$ cat config.mk
export PLATFORM = sky130hd
export DESIGN_NAME = adat_rx
export DESIGN_NICKNAME = d
export VERILOG_FILES = /design/src/rtl/qam_pkg.sv /design/src/rtl/adat_err_cnt.sv /design/src/rtl/adat_rx.sv
export SDC_FILE = /design/constraint.sdc
export NUM_CORES = 1
export LEC_CHECK = 0
export ABC_AREA = 1
export ABC_CLOCK_PERIOD_IN_PS = 2340
export BUFFER_PORTS_ARGS = -buffer_cell sky130_fd_sc_hd__clkbuf_2
export CAP_MARGIN = 5
export CORE_MARGIN = 2
export CORE_UTILIZATION = 45
export DETAILED_ROUTE_END_ITERATION = 16
export GPL_TIMING_DRIVEN = 0
export PLACE_DENSITY = 0.74
export SLEW_MARGIN = 20
export SYNTH_ARGS = -nofsm -noshare
export SYNTH_HDL_FRONTEND = slang
export SYNTH_SLANG_ARGS = --single-unit
$ cat constraint.sdc
create_clock -name clock -period 2.34 [get_ports clock]
set_input_delay 0.117 -clock clock [delete_from_list [all_inputs] [get_ports clock]]
set_output_delay 0.117 -clock clock [all_outputs]
set_load 0.05 [all_outputs]
$ cat src/rtl/qam_pkg.sv
// Shared QAM-chain constants: the 28-bit test pattern (MSB sent first) and rx state encoding.
package qam_pkg;

  localparam int PAT_LEN = 28;
  localparam logic [PAT_LEN-1:0] PATTERN = 28'h6CC1555;

  typedef enum logic {
    SEARCH = 1'b0,
    LOCKED = 1'b1
  } rx_state_t;

endpackage

$ cat src/rtl/adat_err_cnt.sv
// Saturating error counter; count updates 1 clock after inc, no backpressure.
module adat_err_cnt #(
  parameter int ERR_W = 16
) (
  input  logic             clock,
  input  logic             reset,
  input  logic             inc,
  input  logic             clr,
  output logic [ERR_W-1:0] count
);

  always_ff @(posedge clock) begin
    if (reset || clr) begin
      count <= '0;
    end else if (inc && (count != {ERR_W{1'b1}})) begin
      count <= count + 1'b1;
    end
  end

endmodule

$ cat src/rtl/adat_rx.sv
// Serial pattern receiver: frame alignment, sin/cos pairing and bit-error counting.
// All outputs are registered, 1 clock after the data_change cycle; no backpressure.
module adat_rx
  import qam_pkg::*;
#(
  parameter int LOSS_THR = 4,
  parameter int ERR_W    = 16
) (
  input  logic             clock,
  input  logic             reset,
  input  logic             adat_be,
  input  logic             data_change,
  output logic             sym_sin,
  output logic             sym_cos,
  output logic             sym_valid,
  output logic             frame_start,
  output logic             locked,
  output logic [ERR_W-1:0] bit_err_cnt,
  output logic             err_pulse
);

  localparam int IDX_W  = $clog2(PAT_LEN);
  localparam int FILL_W = $clog2(PAT_LEN + 1);
  localparam int MISS_W = $clog2(LOSS_THR + 1);

  rx_state_t          state;
  // Only the 27 history bits are stored; the live bit completes the 28-bit window.
  logic [PAT_LEN-2:0] rx_shift;
  logic [PAT_LEN-1:0] window;
  logic [FILL_W-1:0]  fill;
  logic [IDX_W-1:0]   idx;
  logic [MISS_W-1:0]  miss;
  logic               pend_sin;
  logic               exp_bit;
  logic               mismatch;
  logic               drop;
  logic               last_idx;

  always_comb begin
    window   = {rx_shift, adat_be};
    exp_bit  = PATTERN[IDX_W'(PAT_LEN - 1) - idx];
    mismatch = (state == LOCKED) && data_change && (adat_be != exp_bit);
    drop     = mismatch && (miss == MISS_W'(LOSS_THR - 1));
    last_idx = (idx == IDX_W'(PAT_LEN - 1));
  end

  always_ff @(posedge clock) begin
    if (reset) begin
      state       <= SEARCH;
      rx_shift    <= '0;
      fill        <= '0;
      idx         <= '0;
      miss        <= '0;
      pend_sin    <= 1'b0;
      sym_sin     <= 1'b0;
      sym_cos     <= 1'b0;
      sym_valid   <= 1'b0;
      frame_start <= 1'b0;
      locked      <= 1'b0;
      err_pulse   <= 1'b0;
    end else begin
      sym_valid   <= 1'b0;
      frame_start <= 1'b0;
      err_pulse   <= 1'b0;
      if (data_change) begin
        rx_shift <= window[PAT_LEN-2:0];
        case (state)
          SEARCH: begin
            // The current bit is the 28th (or later) since the window was cleared.
            if ((fill >= FILL_W'(PAT_LEN - 1)) && (window == PATTERN)) begin
              state  <= LOCKED;
              locked <= 1'b1;
              idx    <= '0;
              miss   <= '0;
              fill   <= FILL_W'(PAT_LEN);
            end else if (fill != FILL_W'(PAT_LEN)) begin
              fill <= fill + 1'b1;
            end
          end
          LOCKED: begin
            err_pulse <= mismatch;
            if (drop) begin
              state    <= SEARCH;
              locked   <= 1'b0;
              fill     <= '0;
              miss     <= '0;
              idx      <= '0;
              pend_sin <= 1'b0;
            end else begin
              miss        <= mismatch ? miss + 1'b1 : '0;
              idx         <= last_idx ? '0 : idx + 1'b1;
              frame_start <= last_idx;
              if (!idx[0]) begin
                pend_sin <= adat_be;
              end else begin
                sym_valid <= 1'b1;
                sym_sin   <= pend_sin;
                sym_cos   <= adat_be;
              end
            end
          end
          default: state <= SEARCH;
        endcase
      end
    end
  end

  adat_err_cnt #(
    .ERR_W(ERR_W)
  ) u_err_cnt (
    .clock(clock),
    .reset(reset),
    .inc  (mismatch),
    .clr  (1'b0),
    .count(bit_err_cnt)
  );

endmodule

==> results.py, run 1 <==
metrics = {
    "critical_path": {
        "start_kind": "flip-flop",
        "timing.critical_path.to": "u_err_cnt.count[2]$_SDFFE_PP0P_",
        "critical_path.slowest_cell": "sky130_fd_sc_hd__dfxtp_1",
        "crit_path_frequent_cell": "sky130_fd_sc_hd__nand2_1",
        "cp-end-kind": "flip-flop",
        "reg2reg_setup_slack_ns": 0.32,
        "worstSetupPathDepth": 15,
        "timing.critical_path.arrival_ns": 2.24,
        "rr_startpoint": "idx[2]$_SDFFE_PP0P_",
        "rr_endpoint": "u_err_cnt.count[2]$_SDFFE_PP0P_",
        "timing.critical_path.from": "idx[2]$_SDFFE_PP0P_",
        "worstPathMaxFanout": 10,
        "critical_path.cell_chain": "inv_1, ha_1, inv_1, nand2_1, nand2_1, nand2_1, nand2_1, nand2_2, nand3_2, clkinv_2, nand2_4, inv_4, buf_12, a21oi_1, nor2_1",
        "path_buf_inv": 5,
        "ff2ff_path_depth": 15,
        "critical_path.top_delay_family": "simple AND/OR/NAND/NOR gates",
        "crit_required_ns": 2.56,
        "timing_worst_setup_path_type": "flip-flop to flip-flop",
        "max_stage_delay_ns": 0.40,
    },
    "cts": {
        "cts_hold_repair.buffers": 0,
        "clock_sink_count": 64,
        "cts_resized": 0,
        "clk_path_buf_depth": 2,
        "clock_buffers_created_by_tritoncts": 9,
        "cts.root.buffer_cell": "sky130_fd_sc_hd__clkbuf_8",
        "tritoncts": "done",
        "postCtsSetupRepairBufs": 0,
        "clock_pin_slew_reported_for_the_worst_setup_and_hold_paths_after_clock_tree_synthesis_ns": 0.07,
        "h-tree-depth": 3,
        "clock_insertion_delay_worst_skew_ns": 0.33,
    },
    "sta": {
        "clock_period_minus_worst_slack_ns": 2.02,
        "setup_violations": 0,
        "timing_max_transition_violations_final": 0,
        "worst_slew_pin_slew_ns": 0.587,
        "part_of_the_cycle_the_worst_path_needs": 0.864,
        "max_slew_margin": 0.608,
        "rsz_0062_raised_after_global_routing": "no",
        "final.setup_skew_ns": 0.00848,
        "final_hold_viol_count": 0,
        "achievable-frequency_ghz": 0.495,
        "final.setup.tns_ns": 0,
    },
    "pwr": {
        "combinational_group_share_of_total_power": 0.053,
        "max-vdd-ir-drop_mv": 0.321,
        "p_leak_nw": 1.51,
        "p_switching_mw": 0.506,
        "power.internal_mw": 1.73,
        "powerDensity_nw_per_um2": 637,
        "totalPowerFinal_mw": 2.24,
        "power.clock.fraction": 0.435,
        "swShare": 0.226,
        "seq_power_share": 0.512,
    },
    "route": {
        "vias": 2828,
        "detail_route.iter0.violations": 122,
        "vias_per_cell": 5.18,
        "post-route-drc-count": 0,
        "detail-route-antenna-nets": 0,
        "detailedRoute.firstPassIterationCount": 5,
        "routed_wire_length_per_instance_microns": 11.9,
        "totalWireLength_mm": 6.51,
    },
    "floorplan": {
        "ios": 26,
        "die_area_sq_um": 7520,
        "initial_utilization": 0.458,
        "chipHeight_microns": 86.7,
        "coreArea_sq_um": 6720,
        "cell_row_count": 30,
        "chipWidth_microns": 86.7,
    },
    "grt": {
        "grt_max_degree": 11,
        "antenna_violations_before_repair": 0,
        "globalRoute.totalOverflow": 0,
        "global_route.usage.total": 0.182,
        "vias_in_the_first_global_route": 2508,
        "grt_pass1_wl_mm": 11.0,
    },
    "synth": {
        "netlist_area_sq_um": 3080,
        "synth_cell_types": 36,
        "synthCells": 426,
        "synth_edf_count": 0,
        "yosys_register_bits": 64,
        "synth_nets": 438,
        "post_synthesis_average_cell_area_sq_um": 7.23,
        "synth.yosys.seq_area_share": 0.416,
        "synthArstFlopShare": 0,
        "yosys_warnings": 0,
        "ys.flop_type": "sky130_fd_sc_hd__dfxtp_1",
    },
    "final_layout": {
        "n_fill_cell": 653,
        "total_number_of_nets_in_the_final_design": 474,
        "area.sequential_sq_um": 1280,
        "drive_gt1_frac": 0.165,
        "total_inserted_antenna_cells": 0,
        "multi_input_area_sq_um": 1570,
        "area.growth.synth_to_final_pct": 14.0,
    },
    "min_path": {
        "worst_hold_path_type": "primary input to flip-flop",
    },
    "run_status": {
        "status": "completed",
    },
    "place": {
        "place_hpwl_mm": 4.67,
        "routabilityCongestion": 0.889,
        "portBuffers": 25,
    },
    "run": {
        "max_cap_viol_count": 0,
    },
}
[cell usage in the layout, fill, tap and decap left out, drive strengths merged]
master | synthesis | final
nand2 | 92 | 92
nor2 | 81 | 81
dfxtp | 64 | 64
clkbuf | 10 | 47
o21ai | 37 | 37
inv | 34 | 34
a21oi | 34 | 34
nand3 | 24 | 24
nand4 | 9 | 9
ha | 8 | 8
nor3 | 7 | 7
xor2 | 7 | 7
clkinv | 3 | 5
buf | 5 | 5
or2 | 2 | 2
a31oi | 2 | 2
nor3b | 1 | 1
nand3b | 1 | 1
a211oi | 1 | 1
o211ai | 1 | 1
o211a | 1 | 1
xnor2 | 1 | 1
nor4 | 1 | 1
bufinv | 0 | 1
[final cells by class]
class / count / area share
buffer: 15 / 0.0253
clock buffer: 12 / 0.0471
multi-input combinational: 310 / 0.446
sequential: 64 / 0.365
tap: 80 / 0.0285
timing repair buffer: 25 / 0.0357
clock inverter: 3 / 0.0114
inverter: 37 / 0.0410
[routing by layer]
layer | track usage | vias to the layer above | share of wire
li1 | - | 1455 | -
met1 | 0.242 | 1292 | 0.49
met2 | 0.284 | 68 | 0.45
met3 | 0.0400 | 13 | 0.046
met4 | 0.0767 | 0 | 0.019
met5 | 0 | - | 0
[power groups by stage]
stage | sequential, mW | clock (mW) | combinational [mW]
2_1_floorplan | 1.16 | 0 | 0.0879
3_3_place_gp | 1.17 | 0 | 0.115
3_5_place_dp | 1.17 | 0 | 0.118
4_1_cts | 1.14 | 0.991 | 0.119
5_1_grt | 1.15 | 1.03 | 0.137
6_report | 1.15 | 0.973 | 0.119
[kinds of logic after synthesis]
group,after synthesis,synth area share
AOI/OAI and AO/OA,76,0.139
xor gates and xnor gates,8,0.0228
adders and majority gates,8,0.0325
buffers and inverters,52,0.0756
DFF,64,0.416
and+or+nand+nor,218,0.315
[tightest hold or removal path, cell delays in order]
cell,delay [ns]
sky130_fd_sc_hd__clkbuf_2,0.13
sky130_fd_sc_hd__nand4_1,0.10
sky130_fd_sc_hd__a21oi_1,0.06
[how the worst min path moves through the flow]
stage,start,end,depth (start not counted)
floorplan,reset,fill[0]$_SDFFE_PP0P_,3
global placement,miss[2]$_SDFFE_PP0P_,miss[2]$_SDFFE_PP0P_,2
detailed placement,sym_cos$_SDFFE_PP0P_,sym_cos$_SDFFE_PP0P_,2
CTS,adat_be,sym_cos$_SDFFE_PP0P_,3
global route,adat_be,sym_cos$_SDFFE_PP0P_,3
finish,adat_be,sym_cos$_SDFFE_PP0P_,3
[metrics by stage]
| stage | hold slack (ns) | setup slack (ns) | util | cells | instance area (sq um) |
|---|---|---|---|---|---|
| after floorplan | 0.278 | 0.302 | - | 426 | 3080 |
| after global placement | 0.453 | 0.369 | 0.492 | 531 | 3300 |
| after detailed placement | 0.456 | 0.332 | 0.492 | 531 | 3300 |
| after CTS | 0.120 | 0.311 | 0.522 | 546 | 3510 |
| after global routing | 0.141 | 0.0847 | 0.522 | 546 | 3510 |
| final | 0.134 | 0.318 | 0.522 | 546 | 3510 |
[sequential cells by signal, summed over array words and instances (netlist names)]
register,count
rx_shift,27
u_err_cnt.count,16
fill,5
idx,5
miss,3
err_pulse,1
frame_start,1
locked,1
pend_sin,1
state,1
sym_cos,1
sym_sin,1
sym_valid,1
[cells in the mapped netlist (2+ instances only)]
cell	n	area (sq um)
sky130_fd_sc_hd__nand2_1	81	304
sky130_fd_sc_hd__nor2_1	79	297
sky130_fd_sc_hd__dfxtp_1	64	1280
sky130_fd_sc_hd__o21ai_0	36	180
sky130_fd_sc_hd__inv_1	32	120
sky130_fd_sc_hd__a21oi_1	25	125
sky130_fd_sc_hd__nand3_1	20	100
sky130_fd_sc_hd__clkbuf_1	10	37.5
sky130_fd_sc_hd__nand2_2	10	62.6
sky130_fd_sc_hd__a21oi_2	9	78.8
sky130_fd_sc_hd__ha_1	8	100
sky130_fd_sc_hd__nand4_1	8	50.1
sky130_fd_sc_hd__nor3_1	7	35.0
sky130_fd_sc_hd__xor2_1	7	61.3
sky130_fd_sc_hd__nand3_2	4	40.0
sky130_fd_sc_hd__a31oi_1	2	12.5
sky130_fd_sc_hd__buf_6	2	22.5
sky130_fd_sc_hd__clkinv_2	2	10.0
sky130_fd_sc_hd__nor2_4	2	22.5
sky130_fd_sc_hd__or2_2	2	12.5
(Power assumes the default switching activity.)
==> inputs of run 2 (changes only) <==
--- a/config.mk
+++ b/config.mk
@@ -6,14 +6,14 @@
 export NUM_CORES = 1
 export LEC_CHECK = 0
 export ABC_AREA = 1
-export ABC_CLOCK_PERIOD_IN_PS = 2340
+export ABC_CLOCK_PERIOD_IN_PS = 1900
 export BUFFER_PORTS_ARGS = -buffer_cell sky130_fd_sc_hd__clkbuf_2
-export CAP_MARGIN = 5
+export CAP_MARGIN = 20
 export CORE_MARGIN = 2
-export CORE_UTILIZATION = 45
+export CORE_UTILIZATION = 35
 export DETAILED_ROUTE_END_ITERATION = 16
 export GPL_TIMING_DRIVEN = 0
-export PLACE_DENSITY = 0.74
+export PLACE_DENSITY = 0.62
 export SLEW_MARGIN = 20
 export SYNTH_ARGS = -nofsm -noshare
 export SYNTH_HDL_FRONTEND = slang
==> constraint.sdc (replaced) <==
create_clock -name clock -period 1.9 [get_ports clock]
set_input_delay 0.095 -clock clock [delete_from_list [all_inputs] [get_ports clock]]
set_output_delay 0.095 -clock clock [all_outputs]
set_load 0.05 [all_outputs]
==> run 2 against run 1 <==
Sequential power increased by 23%. Non-clock buffer count rose by 5. Utilization is 9.5 points lower. Wire length rose by 8.7%. Worst setup slack lost 0.28 ns. Clock power increased by 0.6%. Largest cell class unchanged. Cell area is 5.2% higher. Flip-flop and latch count unchanged.
==> results.py, run 2 (same netlist as run 1, synthesis figures left out) <==
metrics = {
    "critical_path": {
        "crit_required_ns": 2.13,
        "rr_startpoint": "idx[2]$_SDFFE_PP0P_",
        "timing.critical_path.from": "idx[2]$_SDFFE_PP0P_",
        "ff2ff_path_depth": 14,
        "rr_endpoint": "u_err_cnt.count[2]$_SDFFE_PP0P_",
        "worstPathMaxFanout": 7,
        "timing.critical_path.to": "u_err_cnt.count[2]$_SDFFE_PP0P_",
        "timing.critical_path.arrival_ns": 2.09,
        "reg2reg_setup_slack_ns": 0.04,
        "timing_worst_setup_path_type": "flip-flop to flip-flop",
        "cp-end-kind": "flip-flop",
        "start_kind": "flip-flop",
    },
    "cts": {
        "h-tree-depth": 3,
        "cts_hold_repair.buffers": 0,
        "clk_path_buf_depth": 2,
        "clock_pin_slew_reported_for_the_worst_setup_and_hold_paths_after_clock_tree_synthesis_ns": 0.07,
        "tritoncts": "done",
        "clock_insertion_delay_worst_skew_ns": 0.34,
        "clock_buffers_created_by_tritoncts": 9,
        "clock_sink_count": 64,
        "cts.root.buffer_cell": "sky130_fd_sc_hd__clkbuf_8",
    },
    "route": {
        "routed_wire_length_per_instance_microns": 12.2,
        "totalWireLength_mm": 7.07,
        "detailedRoute.firstPassIterationCount": 4,
        "vias": 2861,
        "detail-route-antenna-nets": 0,
        "vias_per_cell": 4.95,
        "post-route-drc-count": 0,
        "detail_route.iter0.violations": 115,
    },
    "pwr": {
        "powerDensity_nw_per_um2": 687,
        "max-vdd-ir-drop_mv": 0.444,
        "p_leak_nw": 1.52,
    },
    "sta": {
        "final.setup_skew_ns": 0.00970,
        "clock_period_minus_worst_slack_ns": 1.86,
        "final_hold_viol_count": 0,
        "worst_slew_pin_slew_ns": 0.679,
        "hold-worst-slack_ns": 0.102,
        "rsz_0062_raised_after_global_routing": "yes",
        "max_slew_margin": 0.547,
        "setup_violations": 0,
        "achievable-frequency_ghz": 0.537,
        "part_of_the_cycle_the_worst_path_needs": 0.981,
        "timing_max_transition_violations_final": 0,
    },
    "run_status": {
        "status": "completed",
    },
    "final_layout": {
        "largest_register_ffs": 27,
        "finalCoreUtilization": 0.428,
        "layout_top_registers": "rx_shift: 27 flops, u_err_cnt.count: 16 flops",
        "drive_gt1_frac": 0.217,
        "most-common-layout-cells": "sky130_fd_sc_hd__nor2_1 (78), sky130_fd_sc_hd__nand2_1 (73), sky130_fd_sc_hd__dfxtp_1 (57)",
        "total_number_of_nets_in_the_final_design": 479,
        "n_fill_cell": 908,
        "area.growth.synth_to_final_pct": 19.9,
        "most_common_cell_after_layout_fill_and_taps_aside": "sky130_fd_sc_hd__nor2_1",
        "total_inserted_antenna_cells": 0,
        "register_with_the_highest_flop_count": "rx_shift",
    },
    "grt": {
        "global_route.usage.total": 0.152,
        "globalRoute.totalOverflow": 0,
        "grt_max_degree": 11,
        "grt_pass1_wl_mm": 12.0,
        "vias_in_the_first_global_route": 2719,
        "antenna_violations_before_repair": 0,
    },
    "floorplan": {
        "coreArea_sq_um": 8640,
        "chipHeight_microns": 97.8,
        "cell_row_count": 34,
        "initial_utilization": 0.357,
        "die_area_sq_um": 9560,
        "ios": 26,
        "chipWidth_microns": 97.8,
    },
    "place": {
        "routabilityCongestion": 0.852,
        "place_hpwl_mm": 4.89,
        "portBuffers": 25,
    },
    "min_path": {
        "hold_start": "reset",
        "worst_hold_path_type": "primary input to flip-flop",
    },
    "run": {
        "max_cap_viol_count": 0,
    },
}
## run 2: worst max-delay path, stage by stage, from the launching register on
cell,delay [ns]
sky130_fd_sc_hd__dfxtp_4,0.38
sky130_fd_sc_hd__inv_4,0.05
sky130_fd_sc_hd__ha_4,0.28
sky130_fd_sc_hd__inv_1,0.04
sky130_fd_sc_hd__nand2_1,0.05
sky130_fd_sc_hd__nand2_1,0.05
sky130_fd_sc_hd__nand2_2,0.11
sky130_fd_sc_hd__nand3_4,0.11
sky130_fd_sc_hd__nand3_4,0.12
sky130_fd_sc_hd__inv_4,0.05
sky130_fd_sc_hd__nand2_8,0.10
sky130_fd_sc_hd__clkinv_8,0.07
sky130_fd_sc_hd__clkbuf_16,0.16
sky130_fd_sc_hd__a21oi_2,0.12
sky130_fd_sc_hd__nor2_1,0.05
## run 2: area by class of cell
cell class / instances / area (sq um) / share of cell area
buffer: 15 / 88.8 / 0.0241
multi-input combinational: 310 / 1680 / 0.455
timing repair buffer: 30 / 180 / 0.0488
sequential: 64 / 1290 / 0.351
inverter: 37 / 158 / 0.0427
tap: 108 / 135 / 0.0366
clock buffer: 13 / 149 / 0.0403
clock inverter: 1 / 5.00 / 0.00136
## run 2: power breakdown
group,internal [mW],switching [mW],total [mW]
clock,0.494,0.485,0.979
sequential,1.38,0.0273,1.41
combinational,0.0480,0.101,0.149
## run 2: per-layer routing
layer,global-route usage,up-vias,share of wire
met3,0.0472,9,0.038
met5,0,-,0
met2,0.257,51,0.49
met1,0.185,1336,0.45
met4,0.0524,0,0.013
li1,-,1465,-
## run 2: through the flow
stage               setup TNS [ns]  instances  power, mW  cell area, sq um  worst slack [ns]
finish                           0        578       2.54              3690            0.0364
global route                -0.486        578       2.66              3690           -0.0673
CTS                              0        573       2.59              3510           0.00624
detailed placement           -2.01        559       1.59              3340            -0.116
global placement            -0.970        559       1.58              3340           -0.0800
floorplan                        0        426       1.54              3080            0.0331
## run 2: worst min-delay path by stage
| stage | slack, ns | depth (start not counted) | end |
|---|---|---|---|
| floorplan | 0.26 | 3 | fill[0]$_SDFFE_PP0P_ |
| global placement | 0.44 | 3 | sym_cos$_SDFFE_PP0P_ |
| detailed placement | 0.45 | 3 | sym_cos$_SDFFE_PP0P_ |
| CTS | 0.07 | 3 | sym_cos$_SDFFE_PP0P_ |
| global route | 0.1 | 3 | sym_cos$_SDFFE_PP0P_ |
| finish | 0.10 | 4 | fill[0]$_SDFFE_PP0P_ |
## run 2: repair_timing
action / 4_1_cts / 5_1_grt
resized for setup: 3 / 35
buffers inserted: 0 / 4
gates cloned: 0 / 1
pin swaps: 0 / 11
endpoints found under the setup margin: 26 / 33
